--- config.mk ---
export PLATFORM = sky130hd
export DESIGN_NAME = booth_mult_arbiter
export DESIGN_NICKNAME = d
export VERILOG_FILES = /design/src/rtl/booth_arb_pkg.sv /design/src/rtl/booth_seq_core.sv /design/src/rtl/booth_mult_arbiter.sv
export SDC_FILE = /design/constraint.sdc
export NUM_CORES = 1
export LEC_CHECK = 0
export CAP_MARGIN = 5
export CELL_PAD_IN_SITES_DETAIL_PLACEMENT = 1
export CELL_PAD_IN_SITES_GLOBAL_PLACEMENT = 1
export CORE_MARGIN = 2
export CORE_UTILIZATION = 38
export DETAILED_ROUTE_END_ITERATION = 8
export GPL_TIMING_DRIVEN = 0
export PLACE_DENSITY_LB_ADDON = 0.2
export SLEW_MARGIN = 20
export SYNTH_ARGS = -nofsm -noshare
export SYNTH_HDL_FRONTEND = slang
export SYNTH_SLANG_ARGS = --single-unit
--- constraint.sdc ---
create_clock -name oClk -period 7.95 [get_ports oClk]
set_clock_uncertainty 0.15 [all_clocks]
set_input_delay 0.795 -clock oClk [delete_from_list [all_inputs] [get_ports oClk]]
set_output_delay 0.795 -clock oClk [all_outputs]
set_load 0.02 [all_outputs]
--- src/rtl/booth_arb_pkg.sv ---
// Shared state encoding and round-robin helpers for the Booth multiplier arbiter.
package booth_arb_pkg;

    typedef enum logic [1:0] {
        IDLE = 2'd0,
        RUN  = 2'd1,
        DONE = 2'd2
    } state_t;

    localparam int MAX_REQ   = 32;
    localparam int MAX_REQ_W = 5;

    function automatic int id_w(input int nreq);
        return (nreq > 2) ? $clog2(nreq) : 1;
    endfunction

    // One-hot grant for the first set bit at or after ptr, wrapping at nreq.
    function automatic logic [MAX_REQ-1:0] rr_next(input logic [MAX_REQ-1:0] valid,
                                                   input int nreq, input int ptr);
        logic [MAX_REQ-1:0]   gnt;
        logic [MAX_REQ_W-1:0] idx;
        gnt = '0;
        for (int k = MAX_REQ - 1; k >= 0; k--) begin
            if (k < nreq) begin
                idx = MAX_REQ_W'((ptr + k) % nreq);
                if (valid[idx]) begin
                    gnt      = '0;
                    gnt[idx] = 1'b1;
                end
            end
        end
        return gnt;
    endfunction

endpackage

--- src/rtl/booth_seq_core.sv ---
// Iterative radix-2 Booth multiplier: one add/subtract-and-shift step per clock.
module booth_seq_core
    import booth_arb_pkg::*;
#(
    parameter int N = 32
) (
    input  logic                  oClk,
    input  logic                  oRst,
    input  logic                  start,
    input  logic signed [N-1:0]   m,
    input  logic signed [N-1:0]   q,
    output logic                  done,
    output logic signed [2*N-1:0] p
);

    localparam int CNT_W = $clog2(N + 1);

    logic signed [N:0]   a_q, a_d;
    logic [N-1:0]        q_q, q_d;
    logic                qp_q, qp_d;
    logic signed [N-1:0] m_q, m_d;
    logic [CNT_W-1:0]    cnt_q, cnt_d;

    logic signed [N:0]   m_ext;
    logic signed [N:0]   sum;
    logic signed [N:0]   step_a;
    logic [N-1:0]        step_q;

    always_comb begin
        m_ext = {m_q[N-1], m_q};
        case ({q_q[0], qp_q})
            2'b10:   sum = a_q - m_ext;
            2'b01:   sum = a_q + m_ext;
            default: sum = a_q;
        endcase
        // Arithmetic shift of {A, Q, q_prev}: A's LSB moves into Q's MSB.
        step_a = {sum[N], sum[N:1]};
        step_q = {sum[0], q_q[N-1:1]};

        a_d   = a_q;
        q_d   = q_q;
        qp_d  = qp_q;
        m_d   = m_q;
        cnt_d = cnt_q;
        if (start) begin
            a_d   = '0;
            q_d   = q;
            qp_d  = 1'b0;
            m_d   = m;
            cnt_d = CNT_W'(N);
        end else if (cnt_q != '0) begin
            a_d   = step_a;
            q_d   = step_q;
            qp_d  = q_q[0];
            cnt_d = cnt_q - 1'b1;
        end
    end

    always_ff @(posedge oClk or posedge oRst) begin
        if (oRst) begin
            a_q   <= '0;
            q_q   <= '0;
            qp_q  <= 1'b0;
            m_q   <= '0;
            cnt_q <= '0;
        end else begin
            a_q   <= a_d;
            q_q   <= q_d;
            qp_q  <= qp_d;
            m_q   <= m_d;
            cnt_q <= cnt_d;
        end
    end

    // Product of the step being taken now, so the caller can register it on the last step.
    assign done = (cnt_q == CNT_W'(1));
    assign p    = {step_a[N-1:0], step_q};

endmodule

--- src/rtl/booth_mult_arbiter.sv ---
// Round-robin front end sharing one iterative Booth multiplier among NREQ clients.
module booth_mult_arbiter
    import booth_arb_pkg::*;
#(
    parameter  int N    = 32,
    parameter  int NREQ = 4,
    localparam int ID_W = id_w(NREQ)
) (
    input  logic                  oClk,
    input  logic                  oRst,
    input  logic [NREQ-1:0]       req_valid,
    output logic [NREQ-1:0]       req_ready,
    input  logic [NREQ*N-1:0]     req_m,
    input  logic [NREQ*N-1:0]     req_q,
    output logic                  rsp_valid,
    input  logic                  rsp_ready,
    output logic signed [2*N-1:0] rsp_p,
    output logic [ID_W-1:0]       rsp_id
);

    state_t                state_q, state_d;
    logic [ID_W-1:0]       rr_ptr_q, rr_ptr_d;
    logic [ID_W-1:0]       id_q, id_d;
    logic                  rsp_valid_q, rsp_valid_d;
    logic signed [2*N-1:0] rsp_p_q, rsp_p_d;
    logic [ID_W-1:0]       rsp_id_q, rsp_id_d;

    logic [MAX_REQ-1:0]    valid_ext;
    logic [MAX_REQ-1:0]    gnt_ext;
    logic                  window;
    logic                  accept;
    logic [ID_W-1:0]       sel;
    logic signed [N-1:0]   m_sel, q_sel;
    logic                  core_done;
    logic signed [2*N-1:0] core_p;

    always_comb begin
        valid_ext            = '0;
        valid_ext[NREQ-1:0]  = req_valid;
        gnt_ext              = rr_next(valid_ext, NREQ, int'(rr_ptr_q));
        window    = !oRst && ((state_q == IDLE) || ((state_q == DONE) && rsp_ready));
        accept    = window && (|gnt_ext);
        req_ready = accept ? gnt_ext[NREQ-1:0] : '0;

        sel   = '0;
        m_sel = '0;
        q_sel = '0;
        for (int i = 0; i < NREQ; i++) begin
            if (gnt_ext[i]) begin
                sel   = ID_W'(i);
                m_sel = req_m[i*N +: N];
                q_sel = req_q[i*N +: N];
            end
        end
    end

    always_comb begin
        state_d     = state_q;
        rr_ptr_d    = rr_ptr_q;
        id_d        = id_q;
        rsp_valid_d = rsp_valid_q;
        rsp_p_d     = rsp_p_q;
        rsp_id_d    = rsp_id_q;
        case (state_q)
            IDLE: ;
            RUN: begin
                if (core_done) begin
                    state_d     = DONE;
                    rsp_valid_d = 1'b1;
                    rsp_p_d     = core_p;
                    rsp_id_d    = id_q;
                end
            end
            DONE: begin
                if (rsp_ready) begin
                    state_d     = IDLE;
                    rsp_valid_d = 1'b0;
                end
            end
            default: state_d = IDLE;
        endcase
        // An accept in DONE shares the cycle with the response handshake.
        if (accept) begin
            state_d  = RUN;
            id_d     = sel;
            rr_ptr_d = (sel == ID_W'(NREQ - 1)) ? '0 : sel + 1'b1;
        end
    end

    always_ff @(posedge oClk or posedge oRst) begin
        if (oRst) begin
            state_q     <= IDLE;
            rr_ptr_q    <= '0;
            id_q        <= '0;
            rsp_valid_q <= 1'b0;
            rsp_p_q     <= '0;
            rsp_id_q    <= '0;
        end else begin
            state_q     <= state_d;
            rr_ptr_q    <= rr_ptr_d;
            id_q        <= id_d;
            rsp_valid_q <= rsp_valid_d;
            rsp_p_q     <= rsp_p_d;
            rsp_id_q    <= rsp_id_d;
        end
    end

    booth_seq_core #(.N(N)) u_core (
        .oClk  (oClk),
        .oRst  (oRst),
        .start (accept),
        .m     (m_sel),
        .q     (q_sel),
        .done  (core_done),
        .p     (core_p)
    );

    assign rsp_valid = rsp_valid_q;
    assign rsp_p     = rsp_p_q;
    assign rsp_id    = rsp_id_q;

endmodule

## After elaboration in Yosys (flattened, before gate mapping)

Cells that the tools add are included.

- Register bits: 177
- Word-level logic and storage cells: 109

- Add/subtract/negate cells: 7
- $lt $le $gt $ge: 8
- Eq/ne operators: 11
- Multiplexer cells: 49
- Bitwise operators: 3
- Reduce and logical (&&, ||, !) cells: 20

Operators with widths:

| kind | number |
|---|---|
| $mux 32 | 14 |
| $mux 33 | 2 |
| $pmux 33 s2 | 1 |
| $add 33x32->33 | 1 |
| $sub 33x32->33 | 1 |
| $reduce_or 32->1 | 1 |
| $lt 5x6->1 const B | 3 |
| $ge 5x1->1 const B | 3 |
| $mux 1 | 13 |
| $mux 2 | 6 |
| $mux 6 | 2 |
| $bmux 1 s3 | 3 |
| $demux 1 s3 | 3 |
| $logic_and 1x1->1 | 7 |
| $eq 2x2->1 const B | 3 |
| $eq 6x1->1 const B | 1 |
| $lt 2x6->1 const B | 1 |
| $ne 2x2->1 const B | 3 |
| $ne 3x3->1 const B | 2 |
| $pmux 2 s3 | 1 |
| $reduce_and 3->1 | 2 |
| $reduce_bool 6->1 | 1 |
| $reduce_or 2->1 | 3 |
| $sub 6x1->6 const B | 1 |
| other kinds (14) | 20 |

## Logic depth before layout (Yosys ltp)

- Depth in word-level cells: 16
- Gate-level depth with buffers: 18

## By module

From an unflattened synthesis, not the netlist that was laid out.

- Cell total of the unflattened synthesis: 1,372
- Area, all modules: 12,433.2 um^2

Modules (own cells, without submodules):

| module | instances | cells each | area an instance (um^2) |
|---|---|---|---|
| booth_seq_core | 1 | 852 | 7,329.5 |
| booth_mult_arbiter | 1 | 520 | 5,103.6 |

## Worst setup path before layout

OpenSTA, ideal clock, no wires.

- Path type: register to register
- Start point: register u_core.m_q[11]
- End point: register rsp_p_q[63], in the netlist rsp_p[63]
- Setup time: 0.130 ns
- Data arrival time: 4.580 ns
- Required time: 7.670 ns
- Path slack: 3.090 ns
- Cell stages (with the launch flop): 18
- Path buffers: 1
- Period minus slack after synthesis: 4.860 ns
- Cells stage by stage: dfrtp_1 -> or4_1 -> nor4_1 -> nor2b_1 -> and2_1 -> nor2b_1 -> a21oi_1 -> xor2_1 -> ha_1 -> clkbuf_1 -> a21oi_1 -> o21ai_0 -> a31o_2 -> o31ai_1 -> o41ai_1 -> mux2_2 -> a311oi_1 -> nand3_1

- Longest elaborated chain between the ends: 2

Ends and longest elaborated chain:

| element | RTL line | source |
|---|---|---|
| from (decl) | booth_seq_core.sv:21 | `logic signed [N-1:0] m_q, m_d;` |
| from (signal assigned) | booth_seq_core.sv:70 | `m_q <= m_d;` |
| $add 33x32->33 / $sub 33x32->33 (equally long branches) | booth_seq_core.sv:33, booth_seq_core.sv:32 |  |
| $pmux 33 s2 (*) | booth_seq_core.sv:31 | `case ({q_q[0], qp_q})` |
| to (signal assigned) | booth_mult_arbiter.sv:103 | `rsp_p_q <= rsp_p_d;` |
| to (decl) | booth_mult_arbiter.sv:25 | `logic signed [2*N-1:0] rsp_p_q, rsp_p_d;` |

Every way passes the cells marked *; elsewhere a longest branch is shown, timed or not.
A chain may end at the register's enable or synchronous reset.

## Worst setup path in the final report

Same ends and word-level chain as after synthesis.

==> summary.txt <==
Route
  • Post-DRT Antenna Nets: 0
  • Mean number of vias per cell: between 5 and 6
  • Routed wire per std cell: 22.8 um
  • Count of vias placed by the detailed router: 12583
  • Drt total wl: ~50000 um
  • Residual DRC count: 0
  • 1st-iter DRT viols: approximately 1000
  • DRT Pass-1 Iters: 6

Logic synthesis
  • Mapped Cells: around 1400
  • Flip-flop and latch count after synthesis: 176
  • Warning count from the yosys run: 0
  • Post-Synthesis Mean Instance Area: 8.13 sq um
  • Predominant post-synthesis flop cell: sky130_fd_sc_hd__dfrtp_1
  • Post-synth EDFFs: 0
  • Fraction of registers with async set/reset: 100%
  • Cell variety after synth: 65
  • Synthesized net count: 1721
  • Post-synthesis sequential area ratio: 38.3%
  • Post-Synthesis Cell Area: 11500 sq um

STA
  • Sum Neg Setup Slack: 0 ns
  • Total setup violations reported at the end of the flow: 0
  • Max Clk Rate: 0.164 GHz
  • Shortest period the worst path allows: 6.08 ns
  • Final worst-path setup slack: 1.87 ns
  • Worst rel slew slack: 30.5%
  • Hold Slack: 0.329 ns
  • Actual slew at the worst max-slew pin: approximately 1.0 ns
  • Final hold vios: 0
  • Fraction of the cycle the final worst path needs: 76.5%
  • Setup repair after global routing missed its margin: false
  • Max-slew violations: 0

Placed design
  • Quantity of I/O buffers inserted on ports: 333
  • Post-detail-place hpwl: 39000 um
  • Gpl congestion: 0.935
  • Place WS: ~2.1 ns

GRT
  • Total GRT Usage: 31.5%
  • Total gr overflow: 0
  • First-pass GRT wire length: 76000 um
  • Maximum number of pins on one net before global-route repair: between 90 and 100
  • Antenna violations before repair: 4
  • Number of global-route vias before repair: 13252

Setup path
  • Reg-to-Reg Start: u_core.m_q[11]
  • CP max FO: 8
  • Crit Path Category: reg2reg
  • Endpoint of the lowest-slack register-to-register path: rsp_p[63]
  • Data arrival, critical path: 6.25 ns
  • R2R Setup Slk: 1.87 ns
  • Endpoint kind of the worst setup timing path: register
  • Data required time at the worst endpoint: 8.12 ns
  • CP startpoint kind: register
  • Count of cells along the worst register-to-register path: 17

Floorplan
  • Placeable core region: between 20000 and 30000 sq um
  • Die height: 178 um
  • X dimension of the die: about 180 um
  • Placement row count: 63
  • I/O pin total: around 330
  • Starting utilization of the core area: 38.7%
  • Total Die Area: ~32000 sq um

Worst hold path
  • Hold Crit Endpoint: rsp_p[41]
  • Hold Crit Start: rsp_p[41]
  • Worst Hold Depth: 2
  • Hold Path Class: reg2reg

CTS
  • H-Tree Depth: 4
  • Clock sinks: 176
  • Count of hold buffers inserted by post-cts repair: 0
  • CTS tree: done
  • Max clock buf depth: 2
  • Clk_lat worst skew: 0.45 ns
  • CTS Buf Count: 17
  • Buffer cell driving the clock tree root: sky130_fd_sc_hd__clkbuf_16
  • Post-CTS setup buffers: 0
  • Number of gates resized after CTS: 0
  • Clock transition at path regs: 0.07 ns

Final layout
  • Synth-to-layout area growth: 38.7%
  • Most common cell after layout, fill and taps aside: sky130_fd_sc_hd__clkdlybuf4s50_1
  • Count of nets after finishing: 2074
  • Ratio of cells with drive above 1 in the final layout: 4.21%
  • Commonest cells after routing, fill and taps aside: 333 x sky130_fd_sc_hd__clkdlybuf4s50_1, 216 x sky130_fd_sc_hd__nand2_1, 200 x sky130_fd_sc_hd__nor2_1
  • Final core utilization: a little over half

Outcome
  • Status: finished clean

Pwr
  • PD cells: 586 nW/um^2
  • PnR Total Power: around 9.4 mW
  • Largest voltage drop on the vdd net: 0.203 mV
  • Leak Pwr: approximately 6.7 nW

Run
  • Maxcap violations: 0
==> worst max-delay path by stage <==
| stage | startpoint | end | slack (ns) |
|---|---|---|---|
| 2_1_floorplan | oRst | id_q[0] | 2.23 |
| 4_1_cts | u_core.m_q[11] | rsp_p[63] | 1.97 |
| 3_5_place_dp | u_core.m_q[11] | rsp_p[63] | 2.09 |
| 3_3_place_gp | oRst | u_core.m_q[14] | -0.46 |
| 6_report | u_core.m_q[11] | rsp_p[63] | 1.87 |
| 5_1_grt | u_core.m_q[2] | rsp_p[63] | 1.54 |
==> cell families (layout without fill, tap and decap cells) <==
family / after synthesis / after routing / share of synthesized area [%]
AND/OR/NAND/NOR: 552 / 552 / 20.6
flip-flops: 176 / 176 / 38.3
multiplexers: 18 / 18 / 2.08
other: 0 / 5 / 0
adder cells (fa/ha/maj): 42 / 42 / 4.63
buffers and inverters: 139 / 505 / 5.12
XOR/XNOR: 60 / 60 / 4.57
AO/OA/AOI/OAI: 429 / 429 / 24.7
==> report_power, final <==
group          leakage, nW  internal, mW  switching, mW
Clock                0.280         0.469          0.397
Sequential            2.20          1.35          0.388
Combinational         4.20          2.57           4.19
==> cell usage after synthesis (all sizes together), types with 8 or more instances <==
cell type  count  area [sq um]
inv           29           109
nor4          10          62.6
a221oi        65           569
nor2b          8          50.1
a21oi        135           676
xor2          34           298
a21o          19           143
nand3         17          85.1
a31oi         10          62.6
clkbuf        80           300
a211oi        26           195
ha            41           513
nand2        217           817
buf           30           180
o211ai        12          90.1
nand2b        10          70.1
nor2         202           763
xnor2         26           228
dfrtp        176          4400
nor3          49           245
o21ai         86           430
a222oi        30           300
nand4          8          50.1
==> metal layers <==
metal / wire, um / GRT usage (%)
met5: 0 / 0
met4: 1450 / 10.5
met3: 2880 / 5.73
met2: 24200 / 53.2
met1: 21200 / 40.5
==> state kept, by name, summed over array words and instances, names as in the netlist, 2 cells and up <==
| name | flops |
|---|---|
| u_core.m_q | 32 |
| rr_ptr_q | 2 |
| u_core.q_q | 32 |
| id_q | 2 |
| state_q | 2 |
| rsp_id | 2 |
| rsp_p | 64 |
| u_core.cnt_q | 6 |
| u_core.a_q | 32 |
==> critical path, stage by stage, from the launching register on <==
cell and delay, ns:
sky130_fd_sc_hd__dfrtp_1 0.44, sky130_fd_sc_hd__or4_1 0.63, sky130_fd_sc_hd__nor4_1 0.49, sky130_fd_sc_hd__nor2b_1 0.33
sky130_fd_sc_hd__and2_1 0.18, sky130_fd_sc_hd__nor2b_1 0.32, sky130_fd_sc_hd__a21oi_1 0.14, sky130_fd_sc_hd__xor2_1 0.18
sky130_fd_sc_hd__ha_1 0.28, sky130_fd_sc_hd__clkbuf_1 0.30, sky130_fd_sc_hd__a21oi_1 0.12, sky130_fd_sc_hd__o21ai_0 0.32
sky130_fd_sc_hd__a31o_2 0.16, sky130_fd_sc_hd__o31ai_1 0.10, sky130_fd_sc_hd__o41ai_1 0.88, sky130_fd_sc_hd__mux2_2 0.42
sky130_fd_sc_hd__a311oi_1 0.37, sky130_fd_sc_hd__nand3_1 0.12
==> metrics by stage <==
stage	instances	area (sq um)
CTS	2172	16000
finish	2177	16000
detailed placement	2140	15400
floorplan	1416	11500
global placement	2139	15300
global route	2177	16000
==> area by class of cell <==
class                      instances  area [sq um]
antenna                            5          12.5
buffer                           110           480
clock buffer                      22           484
clock inverter                    10           101
fill                            3544         13800
inverter                          29           116
multi-input combinational       1101          6520
sequential                       176          4400
tap                              390           488
timing repair buffer             334          3360
No activity file was read; power rests on OpenSTA's default activity.
==> RTL edit, RTL diff (same flow settings) <==
Set the package constant `MAX_REQ` to 48 (it was 32).
--- a/src/rtl/booth_arb_pkg.sv
+++ b/src/rtl/booth_arb_pkg.sv
@@ -9,3 +9,3 @@
 
-    localparam int MAX_REQ   = 32;
+    localparam int MAX_REQ   = 48;
     localparam int MAX_REQ_W = 5;
Check against the original RTL: same outputs for any inputs over 4 cycles, from zero or initial values and one cycle with oRst high; that may be too few to reach the edited logic, so the function may still have changed.
==> RTL edit against the original RTL <==
Setup slack gained 770 ps; synthesized area grew 7.2%; count of clock-buffer cells in the layout shrank 2; routed wire length grew 1.8%; final area grew 5.5%; power grew 4.9%; sequential cell count is the same; critical path type unchanged; highest routed layer is now met5.
==> RTL edit: results (changes against the original RTL) <==
stage;metric;value;unit;change
run_status;run_status;finished clean;;
synthesis;synthesis.instances;1490;;+5.2%
critical_path;path_max_fanout;7;;-1
synthesis;synth-seq-area-share;0.357;;-0.0258
layout;drive_above_1_share;0.0953;;+0.0532
synthesis;synth_fp_nets;1795;;+4.3%
power;pg_clk;0.000853;W;-2%
layout;final_nets;2149;;+3.6%
power;p_leak;7.05;nW;+5.6%
grt;grt_pass1_vias;13502;;+1.9%
min_path;hold_start;rsp_p[3]$_DFFE_PP0P_;;
synthesis;yosysWarnings;0;;unchanged
critical_path;crit_end;u_core.a_q[31]$_DFFE_PP0P_;;
critical_path;rrSetupSlack;2640;ps;+770 ps
grt;antenna_found_initial;1;;-3
layout;n_antenna_cell;0;;-5
synthesis;synth_area_leaders;dfrtp_1, nand2_1, a21oi_1;;
drt;first_pass_iters;5;;-1
critical_path;reg2reg_to;u_core.a_q[31]$_DFFE_PP0P_;;
power;pg_seq;0.00175;W;
critical_path;crit_arrival;5490;ps;-760 ps
drt;vias;12933;;+2.8%
drt;wl_per_cell;22.1;µm;-3.3%
grt;grt_usage;0.300;;-0.0148
grt;grt_start_max_net_pins;96;;-2.0%
power;internal_power;0.00458;W;+4.4%
placement;hpwl;40600;µm;+4.2%
critical_path;reg2reg_depth;15;;-2
power;peakVddDrop;0.000387;V;+90%
clock_network;htree_num_levels;4;;unchanged
critical_path;max_stage_delay;760;ps;-120 ps
timing;worst_pin_slew;1040;ps;+8.01 ps
placement;finalWeightedCongestion;0.904;;-3.2%
placement;place_inst;2260;;+5.6%
synthesis;ys_types;76;;+17%
grt;grt_pass1_wl;77300;µm;+1.7%
drt;drt_iter0_markers;794;;-22%
critical_path;cp_slowest_cell;a311oi_1;;
min_path;holdPathEnd;rsp_p[3]$_DFFE_PP0P_;;
==> RTL edit: cell count changes in the layout (fill, tap and decap cells not counted), sizes merged, moves of 6 or more <==
cell,before,now
mux2i,7,13
o21ai,86,117
a22o,1,21
a222oi,30,0
a221oi,65,45
clkbuf,102,79
a21oi,135,156
buf,31,52
a211oi,26,38
nand2,217,271
nor3,49,65
a31oi,10,26
nor2,202,170
==> RTL edit: cell families after synthesis <==
group	count (synthesis)	share of synthesized area
adder cells (fa/ha/maj)	42	0.0432
buffers and inverters	133	0.0533
XOR/XNOR	57	0.0405
AND/OR/NAND/NOR	585	0.206
multiplexers	24	0.0242
flip-flops	176	0.357
AO/OA/AOI/OAI	473	0.276
==> RTL edit: critical path: cells and delay by family (launching register included) <==
family          cells  cell delay, ps
compound gates      4            1410
simple gates        7            2310
mux                 1             140
buf+inv             1             260
flops               1             450
xor+xnor            1             190
fa+ha+maj           1             290
==> RTL edit: final cells by class <==
class | instances | area, µm²
Multi-Input combinational cell | 1181 | 7290
Sequential cell | 176 | 4400
Tap cell | 435 | 544
Timing Repair Buffer | 335 | 3370
Fill cell | 3759 | 15000
Buffer | 109 | 568
Clock buffer | 20 | 457
Inverter | 24 | 97.6
Clock inverter | 12 | 115
==> RTL edit: routing by layer <==
metal  global-route usage  vias to the layer above  part of all wire
met3               0.0579                       87             0.055
met1                0.393                     6414              0.44
li1                     -                     6034                 -
met4                0.108                        2             0.031
met5                    0                        -           0.00024
met2                0.493                      396              0.48
==> RTL edit: stage by stage <==
stage	hold WS [ps]	setup WS [ps]	area [µm²]
after global routing	354	2310	16800
after CTS	330	2710	16800
after floorplan	282	2230	12300
after global placement	306	-244	16200
after detailed placement	312	2750	16300
final	326	2640	16800
